File: src/rtl/spi_flash_pkg.sv
// Shared constants and FSM state type for the SPI NOR flash read controller.
// SPI_FLASH_FAST_READ_EN selects FAST_READ (0x0B) with 8 dummy clocks instead of READ (0x03).
package spi_flash_pkg;

    localparam logic [7:0] SPI_OP_READ      = 8'h03;
    localparam logic [7:0] SPI_OP_FAST_READ = 8'h0B;

    localparam int unsigned CMD_BITS   = 8;
    localparam int unsigned ADDR_BITS  = 24;
    localparam int unsigned DUMMY_BITS = 8;
    localparam int unsigned DATA_BITS  = 32;
    localparam int unsigned BIT_CNT_W  = 7;

`ifdef SPI_FLASH_FAST_READ_EN
    localparam logic [7:0] SPI_OP = SPI_OP_FAST_READ;
`else
    localparam logic [7:0] SPI_OP = SPI_OP_READ;
`endif

    typedef enum logic [2:0] {
        ST_IDLE,
        ST_CMD,
        ST_ADDR,
`ifdef SPI_FLASH_FAST_READ_EN
        ST_DUMMY,
`endif
        ST_DATA,
        ST_GAP
    } spi_state_e;

    // Bytes arrive first-byte-in-MSB; the bus wants byte 0 in the low lane.
    function automatic logic [31:0] le_word(input logic [31:0] rx);
        return {rx[7:0], rx[15:8], rx[23:16], rx[31:24]};
    endfunction

endpackage

File: src/rtl/spi_flash_rd_ctrl_spi_clk_div.sv
// SPI mode-0 clock divider: spi_clk idles low, each bit period is low then high for CLK_DIV cycles.
module spi_clk_div #(
    parameter int unsigned CLK_DIV = 2
) (
    input  logic clk_i,
    input  logic rst_n,
    input  logic en_i,
    output logic spi_clk_o,
    output logic rise_pulse_c_o,
    output logic fall_pulse_c_o
);

    localparam int unsigned CNT_W = $clog2(CLK_DIV) + 1;
    localparam logic [CNT_W-1:0] CNT_MAX = CNT_W'(CLK_DIV - 1);

    logic [CNT_W-1:0] cnt_q;
    logic             clk_q;

    always_ff @(posedge clk_i or negedge rst_n) begin
        if (!rst_n) begin
            cnt_q <= '0;
            clk_q <= 1'b0;
        end else if (!en_i) begin
            cnt_q <= '0;
            clk_q <= 1'b0;
        end else if (cnt_q == CNT_MAX) begin
            cnt_q <= '0;
            clk_q <= ~clk_q;
        end else begin
            cnt_q <= cnt_q + CNT_W'(1);
        end
    end

    // rise: first cycle with spi_clk high; fall: last cycle of the bit period.
    assign rise_pulse_c_o = en_i && clk_q && (cnt_q == '0);
    assign fall_pulse_c_o = en_i && clk_q && (cnt_q == CNT_MAX);
    assign spi_clk_o      = clk_q;

endmodule

File: src/rtl/spi_flash_rd_ctrl.sv
// Memory-mapped SPI NOR flash word reader: one mode-0 READ per request, little-endian 32-bit result.
// Build macro SPI_FLASH_FAST_READ_EN switches to FAST_READ with a dummy phase.
module spi_flash_rd_ctrl
    import spi_flash_pkg::*;
#(
    parameter int unsigned CLK_DIV     = 2,
    parameter int unsigned CS_HIGH_CYC = 4
) (
    input  logic        sys_clk,
    input  logic        rst_n,
    input  logic        req_valid,
    output logic        req_ready,
    input  logic [23:0] req_addr,
    output logic        rsp_valid,
    output logic [31:0] rsp_data,
    output logic        spi_clk,
    output logic        spi_cs_n,
    output logic        spi_mosi,
    input  logic        spi_miso
);

    localparam int unsigned GAP_W = $clog2(CS_HIGH_CYC) + 1;

    spi_state_e           state_q, state_d;
    logic [BIT_CNT_W-1:0] bit_cnt_q, bit_cnt_d;
    logic [GAP_W-1:0]     gap_cnt_q, gap_cnt_d;
    logic [31:0]          tx_q, tx_d;
    logic [31:0]          rx_q, rx_d;
    logic [31:0]          rsp_data_q, rsp_data_d;
    logic                 rsp_valid_q, rsp_valid_d;
    logic                 cs_n_q, cs_n_d;
    logic                 req_ready_q, req_ready_d;
    logic                 rise_c, fall_c;
    logic                 addr_lsb_unused;

    assign addr_lsb_unused = ^req_addr[1:0];

    spi_clk_div #(
        .CLK_DIV(CLK_DIV)
    ) u_clk_div (
        .clk_i          (sys_clk),
        .rst_n          (rst_n),
        .en_i           (!cs_n_q),
        .spi_clk_o      (spi_clk),
        .rise_pulse_c_o (rise_c),
        .fall_pulse_c_o (fall_c)
    );

    always_comb begin
        state_d     = state_q;
        bit_cnt_d   = bit_cnt_q;
        gap_cnt_d   = gap_cnt_q;
        tx_d        = tx_q;
        rx_d        = rx_q;
        rsp_data_d  = rsp_data_q;
        rsp_valid_d = 1'b0;
        cs_n_d      = cs_n_q;

        unique case (state_q)
            ST_IDLE: begin
                if (req_valid && req_ready_q) begin
                    state_d   = ST_CMD;
                    cs_n_d    = 1'b0;
                    tx_d      = {SPI_OP, req_addr[23:2], 2'b00};
                    bit_cnt_d = BIT_CNT_W'(CMD_BITS - 1);
                end
            end
            ST_CMD: begin
                if (fall_c) begin
                    tx_d = tx_q << 1;
                    if (bit_cnt_q == '0) begin
                        state_d   = ST_ADDR;
                        bit_cnt_d = BIT_CNT_W'(ADDR_BITS - 1);
                    end else begin
                        bit_cnt_d = bit_cnt_q - BIT_CNT_W'(1);
                    end
                end
            end
            // Zero fill on shift leaves mosi low for the dummy and data phases.
            ST_ADDR: begin
                if (fall_c) begin
                    tx_d = tx_q << 1;
                    if (bit_cnt_q == '0) begin
`ifdef SPI_FLASH_FAST_READ_EN
                        state_d   = ST_DUMMY;
                        bit_cnt_d = BIT_CNT_W'(DUMMY_BITS - 1);
`else
                        state_d   = ST_DATA;
                        bit_cnt_d = BIT_CNT_W'(DATA_BITS - 1);
`endif
                    end else begin
                        bit_cnt_d = bit_cnt_q - BIT_CNT_W'(1);
                    end
                end
            end
`ifdef SPI_FLASH_FAST_READ_EN
            ST_DUMMY: begin
                if (fall_c) begin
                    if (bit_cnt_q == '0) begin
                        state_d   = ST_DATA;
                        bit_cnt_d = BIT_CNT_W'(DATA_BITS - 1);
                    end else begin
                        bit_cnt_d = bit_cnt_q - BIT_CNT_W'(1);
                    end
                end
            end
`endif
            ST_DATA: begin
                if (rise_c) begin
                    rx_d = {rx_q[30:0], spi_miso};
                end
                if (fall_c) begin
                    if (bit_cnt_q == '0) begin
                        state_d     = ST_GAP;
                        cs_n_d      = 1'b1;
                        rsp_valid_d = 1'b1;
                        rsp_data_d  = le_word(rx_d);
                        gap_cnt_d   = GAP_W'(CS_HIGH_CYC - 1);
                    end else begin
                        bit_cnt_d = bit_cnt_q - BIT_CNT_W'(1);
                    end
                end
            end
            ST_GAP: begin
                if (gap_cnt_q == '0) begin
                    state_d = ST_IDLE;
                end else begin
                    gap_cnt_d = gap_cnt_q - GAP_W'(1);
                end
            end
            default: state_d = ST_IDLE;
        endcase

        req_ready_d = (state_d == ST_IDLE);
    end

    always_ff @(posedge sys_clk or negedge rst_n) begin
        if (!rst_n) begin
            state_q     <= ST_IDLE;
            bit_cnt_q   <= '0;
            gap_cnt_q   <= '0;
            tx_q        <= '0;
            rx_q        <= '0;
            rsp_data_q  <= '0;
            rsp_valid_q <= 1'b0;
            cs_n_q      <= 1'b1;
            req_ready_q <= 1'b0;
        end else begin
            state_q     <= state_d;
            bit_cnt_q   <= bit_cnt_d;
            gap_cnt_q   <= gap_cnt_d;
            tx_q        <= tx_d;
            rx_q        <= rx_d;
            rsp_data_q  <= rsp_data_d;
            rsp_valid_q <= rsp_valid_d;
            cs_n_q      <= cs_n_d;
            req_ready_q <= req_ready_d;
        end
    end

    assign req_ready = req_ready_q;
    assign rsp_valid = rsp_valid_q;
    assign rsp_data  = rsp_data_q;
    assign spi_cs_n  = cs_n_q;
    assign spi_mosi  = tx_q[31];

endmodule

File: config.mk
export PLATFORM = sky130hd
export DESIGN_NAME = spi_flash_rd_ctrl
export DESIGN_NICKNAME = d
export VERILOG_FILES = /design/src/rtl/spi_flash_pkg.sv /design/src/rtl/spi_flash_rd_ctrl_spi_clk_div.sv /design/src/rtl/spi_flash_rd_ctrl.sv
export SDC_FILE = /design/constraint.sdc
export NUM_CORES = 1
export LEC_CHECK = 0
export ABC_AREA = 1
export BUFFER_PORTS_ARGS = -buffer_cell sky130_fd_sc_hd__buf_4
export CORE_MARGIN = 8
export CORE_UTILIZATION = 42
export CTS_BUF_LIST = sky130_fd_sc_hd__clkbuf_4 sky130_fd_sc_hd__clkbuf_8 sky130_fd_sc_hd__clkbuf_16
export DETAILED_ROUTE_END_ITERATION = 8
export HOLD_SLACK_MARGIN = 0.06
export PLACE_DENSITY = 0.7
export SYNTH_ARGS = -nofsm -noshare
export SYNTH_HDL_FRONTEND = slang
export SYNTH_HIERARCHICAL = 1
export SYNTH_SLANG_ARGS = --single-unit
File: constraint.sdc
create_clock -name sys_clk -period 5.1 [get_ports sys_clk]
set_clock_uncertainty 0.15 [all_clocks]
set_input_delay 1.275 -clock sys_clk [delete_from_list [all_inputs] [get_ports sys_clk]]
set_output_delay 1.275 -clock sys_clk [all_outputs]
set_load 0.01 [all_outputs]
==> run summary <==
Post-Syn Nets: 661
Die ar.: 16200 um^2
Top FF cell, synth: dfrtp_1
Sum Neg Setup Slack: 0 ns
Via count: 4227
P&R area growth vs syn: 22.4%
Fillers: 1118
Fmax: 358 MHz
Cell variety after synth: 30
Postcts setup bufs: 0
DRT Wirelength: 10.9 mm
Hold Buf Count CTS: 0
Cts repair resizes: 0
Port Buffers: 62
WP data arrival: 2.98 ns
Final Max Tran Viols: 0
DP Area: 5740 um^2
DP Worst Slack: 2.31 ns
Via/cell ratio: 4.88
Worst VDD drop: 321 uV
Starting Density: 43.3%
Hold WS: 0.324 ns
Root buffer cell: clkbuf_16
Crit path capture type: flop
Max Cap Violations: 0
CTS tree: yes
CP max FO: 67
Layout Nets: 716
Sequential fraction of the synthesis area: 54.2%
Yosys reg bits: 113
Final setup margin: 2.31 ns
Avg Cell Area, Syn: 8.28 um^2
GP Congestion: 0.846
Core Region: 12100 um^2
P_leak: 0.00325 uW
Share of cells above drive strength 1: 16.6%
Pre-antenna DRT Iters: 6
Grt ovf: 0
Initial antenna violation count: 0
Site Rows: 40
# IOs: 65
Maximum buffer depth of the clock tree: 2
Status: completed
ANT nets after route: 0
Post-synth ARST share: 100%
Finished Layout Cells: 866
Clock latency on the worst-skew pair: 0.40 ns
Slew margin rel.: 36.6%
Syn Std Cell Area: 5220 um^2
Number of enable flip-flop cells after synthesis: 0
Crit start category: flop
Num CTS Buffers: 17
Vias in the first global route: 4285
CTS H-tree depth: 4
Synth warn: 6
Residual DRC: 0
Pin count of the biggest net entering global routing: 68
Clock Pin Slew Worst Setup and Hold Paths: 0.05 ns
Kind of critical path: reg2reg
Post-DP HPWL: 7.15 mm
Unrepaired setup endpoints after global routing: no
N_diodes: 0
First-pass GRT wire length: 19.0 mm
Die height: 127 um
Synth Instances: 630
Starting DRT DRC Count: 262
Final min period: 2.79 ns
CTS sink cnt: 113
Setup-failing EPs final: 0
Worst Hold Class: reg2reg
Worst Path Required: 5.29 ns
Die width: 127 um
P per Cell Area: 345 nW/um^2
Post-Layout Inst Area: 6380 um^2
Period utilization: 54.8%
Placed cell count: 834
Fin. Hold Viols: 0
Overall routing resource usage: 14.2%
Slew @ Worst Pin: 0.949 ns
Routed wire length per instance: 12.6 um
[registers in the layout (all words and copies together), names as in the netlist]
register	count
rsp_valid	1
u_clk_div/spi_clk_o	1
rsp_data	32
u_clk_div/cnt_q	2
rx_q	32
spi_cs_n	1
gap_cnt_q	3
tx_q	30
state_q	3
bit_cnt_q	7
req_ready	1
[per-layer routing]
| metal | vias to the layer above | global-route usage (%) | share of wire [%] |
|---|---|---|---|
| met1 | 1994 | 17.7 | 46 |
| li1 | 2110 | - | - |
| met3 | 10 | 4.41 | 6.3 |
| met4 | 0 | 5.81 | 0.89 |
| met5 | - | 0 | 0 |
| met2 | 113 | 22.4 | 47 |
[area by class of cell]
type	count	area, um^2	area share (%)
clock buffer	20	467	7.31
clock inverter	12	180	2.82
inverter	83	313	4.90
multi-input combinational	405	1900	29.7
sequential	113	2830	44.3
tap	168	210	3.29
timing repair buffer	65	488	7.64
[worst paths after layout]
kind | end | start | cells past startpoint | slack (ns)
worst max-delay path | rsp_data[9] | state_q[2] | 7 | 2.31
worst min-delay path | rsp_data[26] | rsp_data[26] | 2 | 0.32
worst max register to register | rsp_data[9] | state_q[2] | 7 | 2.31
worst min register to register | rsp_data[26] | rsp_data[26] | 2 | 0.32
max in group asynchronous | spi_cs_n | rst_n | 2 | 3.16
min in group asynchronous | bit_cnt_q[0] | rst_n | 1 | 0.74
[per-stage QoR]
step	total power, uW	utilization (%)
3_5_place_dp	948	47.6
6_report	2200	52.9
5_1_grt	2270	52.9
4_1_cts	2230	52.9
2_1_floorplan	913	-
3_3_place_gp	947	47.6
[report_power, final]
part	leakage [uW]	switching [uW]	total [uW]	internal, uW
registers	0.00154	0	898	898
clock network	0.000301	413	1270	857
logic	0.00141	20.4	33.2	12.9
[synth_stat cells (2+ instances only)]
library cell  instances  share of area [%]
nand4_1               3               0.36
nand3_1              27                2.6
buf_2                14                1.3
nand2_2               4               0.48
nor2_1               17                1.2
xor2_1                3               0.50
o21ai_0              82                7.9
inv_2                 3               0.22
dfrtp_1             112                 54
o211ai_1             20                2.9
a21oi_1               5               0.48
inv_1                79                5.7
ha_1                  3               0.72
nand2_4               2               0.43
o21ai_1              19                1.8
nand2_1             211                 15
buf_6                 7                1.5
nand3_2               2               0.38
buf_1                 3               0.22
clkbuf_1              4               0.29
[layout by cell type (no fill, tap or decap), drive strengths merged]
cell type and instances:
clkbuf 20, clkinvlp 5, clkinv 3, buf 65, nor2 19, inv 83
o211ai 20, a21oi 5, or2 1, bufinv 4, dfrtp 112, nand2 217
nand3 30, nor3 2, o21ai 101, dfstp 1, nand4 3, xor2 3
ha 3, o22ai 1
[cells by family (layout without fill, tap and decap cells)]
group,count (synthesis),count (layout),share of synthesized area [%]
simple gates,272,272,21.9
compound gates,127,127,13.2
flops,113,113,54.2
buf+inv,112,180,9.50
fa+ha+maj,3,3,0.720
xor+xnor,3,3,0.504
[critical path, cell delays in order (launching register included)]
cell      delay [ns]
dfrtp_1         0.43
inv_2           0.14
nand3_1         0.13
inv_2           0.71
nand3_4         0.52
clkinv_2        0.45
nand2_1         0.09
nand2_1         0.08
(Power assumes the default switching activity.)
